$ cat config.mk
export PLATFORM = sky130hd
export DESIGN_NAME = rtlinf_act_unloader
export DESIGN_NICKNAME = d
export VERILOG_FILES = /design/src/rtl/rtlinf_act_unloader.sv
export SDC_FILE = /design/constraint.sdc
export NUM_CORES = 1
export LEC_CHECK = 0
export ABC_AREA = 1
export CAP_MARGIN = 20
export CORE_ASPECT_RATIO = 1.75
export CORE_MARGIN = 2
export CORE_UTILIZATION = 35
export CTS_BUF_LIST = sky130_fd_sc_hd__clkbuf_8
export DETAILED_ROUTE_END_ITERATION = 8
export GPL_ROUTABILITY_DRIVEN = 0
export SYNTH_ARGS = -nofsm -noshare
export SYNTH_HDL_FRONTEND = slang
export SYNTH_SLANG_ARGS = --single-unit
$ cat constraint.sdc
create_clock -name i_clk -period 4.05 [get_ports i_clk]
set_clock_uncertainty 0.15 [all_clocks]
set_input_delay 0.81 -clock i_clk [delete_from_list [all_inputs] [get_ports i_clk]]
set_output_delay 0.81 -clock i_clk [all_outputs]
set_load 0.005 [all_outputs]
$ cat src/rtl/rtlinf_act_unloader.sv
// Read-back master for the RTLinf activation memories: for each selected memory it
// assigns the local port, reads an address window, streams the words out, then unassigns.
module rtlinf_act_unloader #(
    parameter int GROUP_SIZE           = 4,
    parameter int DATA_WIDTH           = 8,
    parameter int NUM_KERNELS          = 8,
    parameter int LOG_NUM_KERNELS      = 3,
    parameter int NUM_ACT_MEMORIES     = 8,
    parameter int LOG_NUM_ACT_MEMORIES = 3,
    parameter int LOG_MAX_ADDRESS      = 12,
    parameter int FIFO_DEPTH           = 4
) (
    input  logic                                 i_clk,
    input  logic                                 i_rst,
    input  logic                                 i_start,
    input  logic [NUM_ACT_MEMORIES-1:0]          i_mem_mask,
    input  logic [LOG_MAX_ADDRESS-1:0]           i_base_addr,
    input  logic [LOG_MAX_ADDRESS:0]             i_num_words,
    output logic                                 o_busy,
    output logic                                 o_done,
    output logic                                 o_protocol_err,
    output logic                                 o_cmd_act_assign,
    output logic                                 o_cmd_act_unassign,
    output logic [LOG_NUM_KERNELS:0]             o_cmd_act_read_port,
    output logic [LOG_NUM_KERNELS:0]             o_cmd_act_write_port,
    output logic [LOG_NUM_ACT_MEMORIES-1:0]      o_cmd_act_memory,
    output logic                                 o_act_read,
    output logic [LOG_MAX_ADDRESS-1:0]           o_act_read_addr,
    input  logic [GROUP_SIZE*DATA_WIDTH-1:0]     i_act_read_data,
    input  logic                                 i_act_read_valid,
    output logic                                 o_out_valid,
    input  logic                                 i_out_ready,
    output logic [GROUP_SIZE*DATA_WIDTH-1:0]     o_out_data,
    output logic [LOG_NUM_ACT_MEMORIES-1:0]      o_out_mem,
    output logic [LOG_MAX_ADDRESS-1:0]           o_out_addr,
    output logic                                 o_out_last
);

    localparam int WORD_W = GROUP_SIZE * DATA_WIDTH;
    localparam int PTR_W  = $clog2(FIFO_DEPTH);
    localparam int CNT_W  = PTR_W + 1;

    typedef enum logic [2:0] {
        S_IDLE, S_SCAN, S_ASSIGN, S_READ, S_DRAIN, S_UNASSIGN, S_FLUSH, S_DONE
    } state_t;

    typedef struct packed {
        logic [WORD_W-1:0]               data;
        logic [LOG_NUM_ACT_MEMORIES-1:0] mem;
        logic [LOG_MAX_ADDRESS-1:0]      addr;
        logic                            last;
    } entry_t;

    state_t                          r_state, w_next_state;
    logic [NUM_ACT_MEMORIES-1:0]     r_mask;
    logic [LOG_MAX_ADDRESS-1:0]      r_base;
    logic [LOG_MAX_ADDRESS:0]        r_num;
    logic [LOG_NUM_ACT_MEMORIES-1:0] r_mem;
    logic [LOG_MAX_ADDRESS:0]        r_issue_cnt;
    logic [LOG_MAX_ADDRESS:0]        r_resp_cnt;
    logic [CNT_W-1:0]                r_outstanding;
    logic [CNT_W-1:0]                r_count;
    logic [PTR_W-1:0]                r_wr_ptr;
    logic [PTR_W-1:0]                r_rd_ptr;
    logic                            r_protocol_err;
    entry_t                          r_fifo [FIFO_DEPTH];

    logic [LOG_NUM_ACT_MEMORIES-1:0] w_scan_mem;
    logic [NUM_ACT_MEMORIES-1:0]     w_cur_onehot;
    logic                            w_final_mem;
    logic                            w_act_read;
    logic                            w_issue_last;
    logic                            w_resp_accept;
    logic                            w_pop;
    entry_t                          w_push_entry;
    entry_t                          w_head;

    // Lowest set bit of the remaining mask picks the next memory.
    always_comb begin
        w_scan_mem = '0;
        for (int i = NUM_ACT_MEMORIES - 1; i >= 0; i--) begin
            if (r_mask[i]) w_scan_mem = LOG_NUM_ACT_MEMORIES'(i);
        end
    end

    assign w_cur_onehot  = NUM_ACT_MEMORIES'(1) << r_mem;
    assign w_final_mem   = (r_mask & ~w_cur_onehot) == '0;
    assign w_issue_last  = r_issue_cnt == r_num - (LOG_MAX_ADDRESS+1)'(1);
    assign w_resp_accept = i_act_read_valid && (r_outstanding != '0);
    assign w_pop         = o_out_valid && i_out_ready;
    // Slots count both in-flight reads and buffered words, so the FIFO can never overflow.
    assign w_act_read    = (r_state == S_READ) && (r_issue_cnt != r_num) &&
                           ((CNT_W+1)'(r_outstanding) + (CNT_W+1)'(r_count) < (CNT_W+1)'(FIFO_DEPTH));

    assign w_push_entry.data = i_act_read_data;
    assign w_push_entry.mem  = r_mem;
    assign w_push_entry.addr = r_base + r_resp_cnt[LOG_MAX_ADDRESS-1:0];
    assign w_push_entry.last = w_final_mem && (r_resp_cnt == r_num - (LOG_MAX_ADDRESS+1)'(1));

    always_ff @(posedge i_clk) begin
        if (i_rst) r_state <= S_IDLE;
        else       r_state <= w_next_state;
    end

    // NOTE: every combinational block assigns its outputs a default first so no latch is inferred.
    always_comb begin
        w_next_state = r_state;
        case (r_state)
            S_IDLE:     if (i_start) w_next_state = S_SCAN;
            S_SCAN:     w_next_state = (r_mask == '0 || r_num == '0) ? S_FLUSH : S_ASSIGN;
            S_ASSIGN:   w_next_state = S_READ;
            S_READ:     if (w_act_read && w_issue_last) w_next_state = S_DRAIN;
            S_DRAIN:    if (r_outstanding == '0) w_next_state = S_UNASSIGN;
            S_UNASSIGN: w_next_state = S_SCAN;
            S_FLUSH:    if (r_count == '0) w_next_state = S_DONE;
            S_DONE:     w_next_state = S_IDLE;
            default:    w_next_state = S_IDLE;
        endcase
    end

    always_comb begin
        o_busy             = r_state != S_IDLE;
        o_done             = r_state == S_DONE;
        o_cmd_act_assign   = r_state == S_ASSIGN;
        o_cmd_act_unassign = r_state == S_UNASSIGN;
        o_act_read         = w_act_read;
    end

    // NOTE: sequential state uses non-blocking assignments so every register samples pre-edge values.
    always_ff @(posedge i_clk) begin
        if (i_rst) begin
            r_mask         <= '0;
            r_base         <= '0;
            r_num          <= '0;
            r_mem          <= '0;
            r_issue_cnt    <= '0;
            r_resp_cnt     <= '0;
            r_outstanding  <= '0;
            r_count        <= '0;
            r_wr_ptr       <= '0;
            r_rd_ptr       <= '0;
            r_protocol_err <= 1'b0;
        end else begin
            if (r_state == S_IDLE && i_start) begin
                r_mask <= i_mem_mask;
                r_base <= i_base_addr;
                r_num  <= i_num_words;
            end
            if (r_state == S_SCAN) begin
                r_mem       <= w_scan_mem;
                r_issue_cnt <= '0;
                r_resp_cnt  <= '0;
            end
            if (w_act_read)    r_issue_cnt <= r_issue_cnt + (LOG_MAX_ADDRESS+1)'(1);
            if (w_resp_accept) r_resp_cnt  <= r_resp_cnt + (LOG_MAX_ADDRESS+1)'(1);
            if (r_state == S_UNASSIGN) r_mask <= r_mask & ~w_cur_onehot;
            r_outstanding <= r_outstanding + CNT_W'(w_act_read) - CNT_W'(w_resp_accept);
            r_count       <= r_count + CNT_W'(w_resp_accept) - CNT_W'(w_pop);
            if (w_resp_accept) r_wr_ptr <= r_wr_ptr + PTR_W'(1);
            if (w_pop)         r_rd_ptr <= r_rd_ptr + PTR_W'(1);
            if (i_act_read_valid && r_outstanding == '0) r_protocol_err <= 1'b1;
        end
    end

    // NOTE: FIFO storage is not reset; occupancy is tracked by r_count and the head is gated by out_valid.
    always_ff @(posedge i_clk) begin
        if (w_resp_accept) r_fifo[r_wr_ptr] <= w_push_entry;
    end

    assign w_head               = r_fifo[r_rd_ptr];
    assign o_out_valid          = r_count != '0;
    assign o_out_data           = o_out_valid ? w_head.data : '0;
    assign o_out_mem            = o_out_valid ? w_head.mem  : '0;
    assign o_out_addr           = o_out_valid ? w_head.addr : '0;
    assign o_out_last           = o_out_valid && w_head.last;
    assign o_protocol_err       = r_protocol_err;
    assign o_cmd_act_memory     = r_mem;
    assign o_cmd_act_read_port  = (LOG_NUM_KERNELS+1)'(NUM_KERNELS);
    assign o_cmd_act_write_port = (LOG_NUM_KERNELS+1)'(NUM_KERNELS);
    assign o_act_read_addr      = r_base + r_issue_cnt[LOG_MAX_ADDRESS-1:0];

endmodule

; Word-level counts from Yosys, hierarchy flattened
; Memory sizes are Yosys's and may differ from the RTL's. A register that Yosys moved wholly into a read port is not among the register bits.
; Cells that the tools add are included.
[classes]
add_sub_neg = 12
muxes = 26
n_bitwise = 2
reduce_logical = 23
shift = 1
n_lt_le_gt_ge = 1
eq_ne = 14
[ops]
columns = cell, count
row1 = 3-bit 2-to-1 mux, 14
row2 = 13-bit 2-to-1 mux, 3
row3 = 32-bit 2-to-1 mux, 1
row4 = 13-bit by 1-bit adder with 13-bit output (second input constant), 2
row5 = 13-bit == test, 2
row6 = 12-bit adder, 2
row7 = 3-bit case mux with 8 select lines, 1
row8 = 8-bit logical NOT, 2
row9 = 8-bit 2-to-1 mux, 2
row10 = 13-bit logical NOT, 1
row11 = 13-bit != test, 1
row12 = 13-bit by 1-bit subtractor with 13-bit output (second input constant), 1
row13 = 3-bit == test (second input constant), 4
row14 = 12-bit 2-to-1 mux, 1
row15 = 1-bit logical AND, 9
row16 = 3-bit logical NOT, 3
row17 = 3-bit nonzero test, 3
row18 = 8-bit bitwise AND, 1
row19 = 8-bit NOT, 1
row20 = 1-bit by 3-bit left shift with 8-bit output (first input constant), 1
row21 = 3-bit by 1-bit adder with 3-bit output, 2
row22 = 3-bit by 2-bit == test with 1-bit output (second input constant), 2
row23 = 2-bit != test (second input constant), 3
row24 = 2-bit nonzero test, 3
row25 = 10 further kinds, 14
[word_totals]
regBits = 76
input_bits = 70
out_inout_bits = 78
ramBits = 192
elab_cells = 92
n_memories = 1
[memory_table]
columns = name, words, width, rd, rd_clocked_by_memory_dff, write_ports, line_no
row1 = r_fifo, 4, 48, 1, 1, 1, 66  ; entry_t r_fifo [FIFO_DEPTH];

; Depth between registers and ports, before layout
[depth]
depth_word = 8
ltp_mapped = 16
ltp_nobuf = 15

; Worst setup path before layout
; OpenSTA, ideal clock, no wires.
[synth_timing]
path_kind = input port to flip-flop
startpoint = input i_act_read_valid
endpoint = memory r_fifo[0][0] in the netlist's numbering, enable pin
required_time_ps = 3446
n_path_buf = 1
path_stages = 3
setup_ps = 454
arrival_ps = 3155
setup_slack_ps = 291
path_cell_list = nand2_1 -> clkbuf_1 -> nor2_1
[synth_between]
elab_chain_len = 3
[synth_lines]
columns = element, line_no
row1 = start: declaration, 30  ; input logic i_act_read_valid,
row2 = 1-bit logical AND, 89  ; assign w_resp_accept = i_act_read_valid && (r_outstanding != '0);
row3 = 1-bit 2-to-1 mux, 167  ; if (w_resp_accept) r_fifo[r_wr_ptr] <= w_push_entry;
row4 = 1-bit 2-to-1 mux (implied by the code), 167
row5 = end: declaration, 66
; Every way passes these cells.

; Final worst setup path
[layout_timing]
startpoint = register r_issue_cnt[0]
endpoint = output o_act_read_addr[8]
[layout_between]
elab_chain_len = 1
[layout_lines]
columns = element, line_no
row1 = start: declaration, 59  ; logic [LOG_MAX_ADDRESS:0] r_issue_cnt;
row2 = start signal: assignment, 154  ; if (w_act_read) r_issue_cnt <= r_issue_cnt + (LOG_MAX_ADDRESS+1)'(1);
row3 = 12-bit adder, 180  ; assign o_act_read_addr = r_base + r_issue_cnt[LOG_MAX_ADDRESS-1:0];
row4 = end: declaration, 28  ; output logic [LOG_MAX_ADDRESS-1:0] o_act_read_addr,
; Every way passes these cells.

==> metrics.md <==
| Metric | Value |
|---|---|
| Power Dens Cells | 628.6 mW/mm² |
| Synth unique cells | 54 |
| Most frequent cells after synthesis | nor2_1, edfxtp_1, nand2_1 |
| First drt pass iteration count | 4 |
| Routed vias | 10140 |
| Worst setup margin | 0.1773 ns |
| Cells after Synth | 1384 |
| Nets@finish | 1637 |
| Worst-Skew Late Latency | 0.56 ns |
| Crit end category | output port |
| Worst Setup Start Kind | flip-flop |
| Unrepaired setup endpoints after global routing | no |
| FFs w/ async S/R, synth | 0% |
| Port bufs | 139 |
| Avg Inst Size Synth | 9.374 µm² |
| Top-count cell post-synth | nor2_1 |
| Post-synth EDFFs | 192 |
| Clock Sink Count | 270 |
| Final setup violation count | 0 |
| TNS Setup | 0 ns |
| Final ANT Viol Nets | 0 |
| Synth area leader | edfxtp_1 |
| Iteration-0 DRC Markers | 478 |
| VDD IR max | 0.2562 mV |
| I/O pins | ~150 |
| Commonest register cell after synthesis | edfxtp_1 |
| Vias in the first global route | 10210 |
| Tightest Pin Transition | 0.7641 ns |
| Synth area leaders | edfxtp_1, dfxtp_1, nor2_1, nand2_1, o21ai_0 |
| P&R area growth vs syn | 21.45% |
| Seq/Total Area, Yosys | 56.48% |
| Reg clk slew, reported paths | roughly 0.07 ns |
| Status | completed |
| Antenna violations before repair | 1 |
| Fin crit share | 95.62% |
| Final wirelength | 34970 µm |
| Synth Register Bits | 270 |
| Post-Syn Area | 0.01297 mm² |
| Layout cell share with drive strength beyond 1 | 8.226% |
| Root buffer cell | clkbuf_8 |
| Max cap viols | 0 |
| Die area | about 0.039 mm² |
| Htree depth | 2 |
| Die width | 149.5 µm |
| Starting Density | 35.40% |
| CP max FO | 8 |
| Slew margin rel. | ~49% |
| Fmax | 258.2 MHz |
| Setup slack, reg-to-reg | 1.34 ns |
| WS Path Type | flip-flop to output port |
| First-pass GRT wire length | 53630 µm |
| Avg Vias per Cell | 4.990 |
| Synth top area share | 44.44% |
| Bufs on Longest Clock Path | 3 |
| Critical Path RT | a little over 3 ns |
| Final hold slack | 0.3058 ns |
| CTS Buf Count | 40 |
| Hold Vio Cnt, Final | 0 |
| P_leak | 5.782 nW |
| Drt drc | 0 |
| Pin count of the biggest net entering global routing | 52 |
| Syn. warnings | 0 |
| Total grt overflow | 0 |
| Fin crit period | 3.873 ns |
| Final Max Tran Viols | 0 |
| CTS tree | yes |
| Setup WS pre-CTS | 0.4770 ns |
| Dpl hpwl | 24140 µm |
| DR WL/cell | 17.21 µm |
| Hold Path Class | flip-flop to flip-flop |
| Arrival @ worst endpoint | 2.91 ns |
| Tot GR Track Use | 17.94% |
| Post-Layout Inst Area | 0.01576 mm² |
| Placed Area | 0.01491 mm² |
| Die height | roughly 260 µm |
| Rows | between 90 and 100 |
| Core area | 0.03665 mm² |
[report_power, final]
part / switching [W] / leakage [nW] / total, W / internal [W]
sequential: 0.000323 / 2.40 / 0.00377 / 0.00344
combinational: 0.00228 / 2.94 / 0.00383 / 0.00155
clock: 0.00106 / 0.446 / 0.00231 / 0.00125
[per-layer routing]
layer | up-vias | wire (µm) | global-route usage (%)
met5 | - | 0 | 0
met2 | 243 | 19670 | 35.30
met3 | 77 | 1474 | 2.905
met1 | 4833 | 12290 | 17.76
li1 | 4986 | - | -
met4 | 0 | 1532 | 8.624
[layout by cell type, fill, tap and decap left out, types with 9 or more instances in the layout]
master           instances
xor2_1                  32
nor3_1                  11
a21oi_1                124
inv_2                    9
nand2_1                190
xnor2_1                 11
ha_1                    36
nor2_1                 259
inv_1                   97
clkdlybuf4s50_1        139
buf_4                   14
clkbuf_8                47
clkinv_1                10
edfxtp_1               192
a31oi_1                 12
nand3_1                 49
o21ai_0                138
dfxtp_1                 74
[path summary, 6_finish.rpt]
check,startpoint,end,cells past startpoint
worst max-delay path,r_issue_cnt[0],o_act_read_addr[8],11
worst min-delay path,o_protocol_err,o_protocol_err,2
worst max register to register,r_count[1],r_count[2],13
worst min register to register,o_protocol_err,o_protocol_err,2
[cell type report]
class                      count  area [µm²]
fill                        3535       20900
sequential                   270        7337
multi-input combinational    955        5009
timing repair buffer         158        1597
clock buffer                  47       646.9
tap                          475       594.3
inverter                     102       385.4
clock inverter                24       185.2
antenna                        1       2.502
[worst max-delay path, cell delays in order (launching register included)]
cell and delay (ns):
dfxtp_4 0.39, ha_1 0.18, inv_1 0.06, fa_1 0.41, inv_2 0.09, a31oi_2 0.13
o21ai_2 0.21, a21oi_1 0.09, nor2_1 0.10, nor2_1 0.06, xnor2_1 0.14, clkdlybuf4s50_1 0.52
[through the flow]
step,power (W),instances,util (%)
global placement,0.007651,1960,40.67
detailed placement,0.007709,1960,40.67
floorplan,0.006015,1390,-
finish,0.009905,2032,42.99
CTS,0.01003,2031,42.94
global route,0.01057,2032,42.99
[flip-flops by register name, indices dropped and copies added (netlist names), named ones only]
signal	flops
r_outstanding	3
r_num	13
r_base	12
o_cmd_act_memory	3
r_mask	8
o_protocol_err	1
r_wr_ptr	2
r_fifo	192
r_rd_ptr	2
r_state	3
r_issue_cnt	13
r_resp_cnt	13
r_count	3
[kinds of logic (layout without fill, tap and decap cells)]
family | Yosys count | count (layout) | share of synthesized area [%]
AO/OA/AOI/OAI | 305 | 305 | 12.65
flip-flops | 270 | 270 | 56.48
AND/OR/NAND/NOR | 558 | 558 | 18.26
adder cells (fa/ha/maj) | 40 | 40 | 4.089
other | 2 | 9 | 0.05789
XOR/XNOR | 44 | 44 | 3.028
buffers and inverters | 165 | 331 | 5.439
[what timing repair did]
action                                  4_1_cts  5_1_grt
gates cloned                                  0        0
hold buffers                                  0        0
endpoints found under the setup margin        1        1
gates resized for setup                       2        5
pin swaps                                     0        1
hold endpoints to repair                      0        0
buffers inserted                              0        0
(Power assumes the default switching activity.)
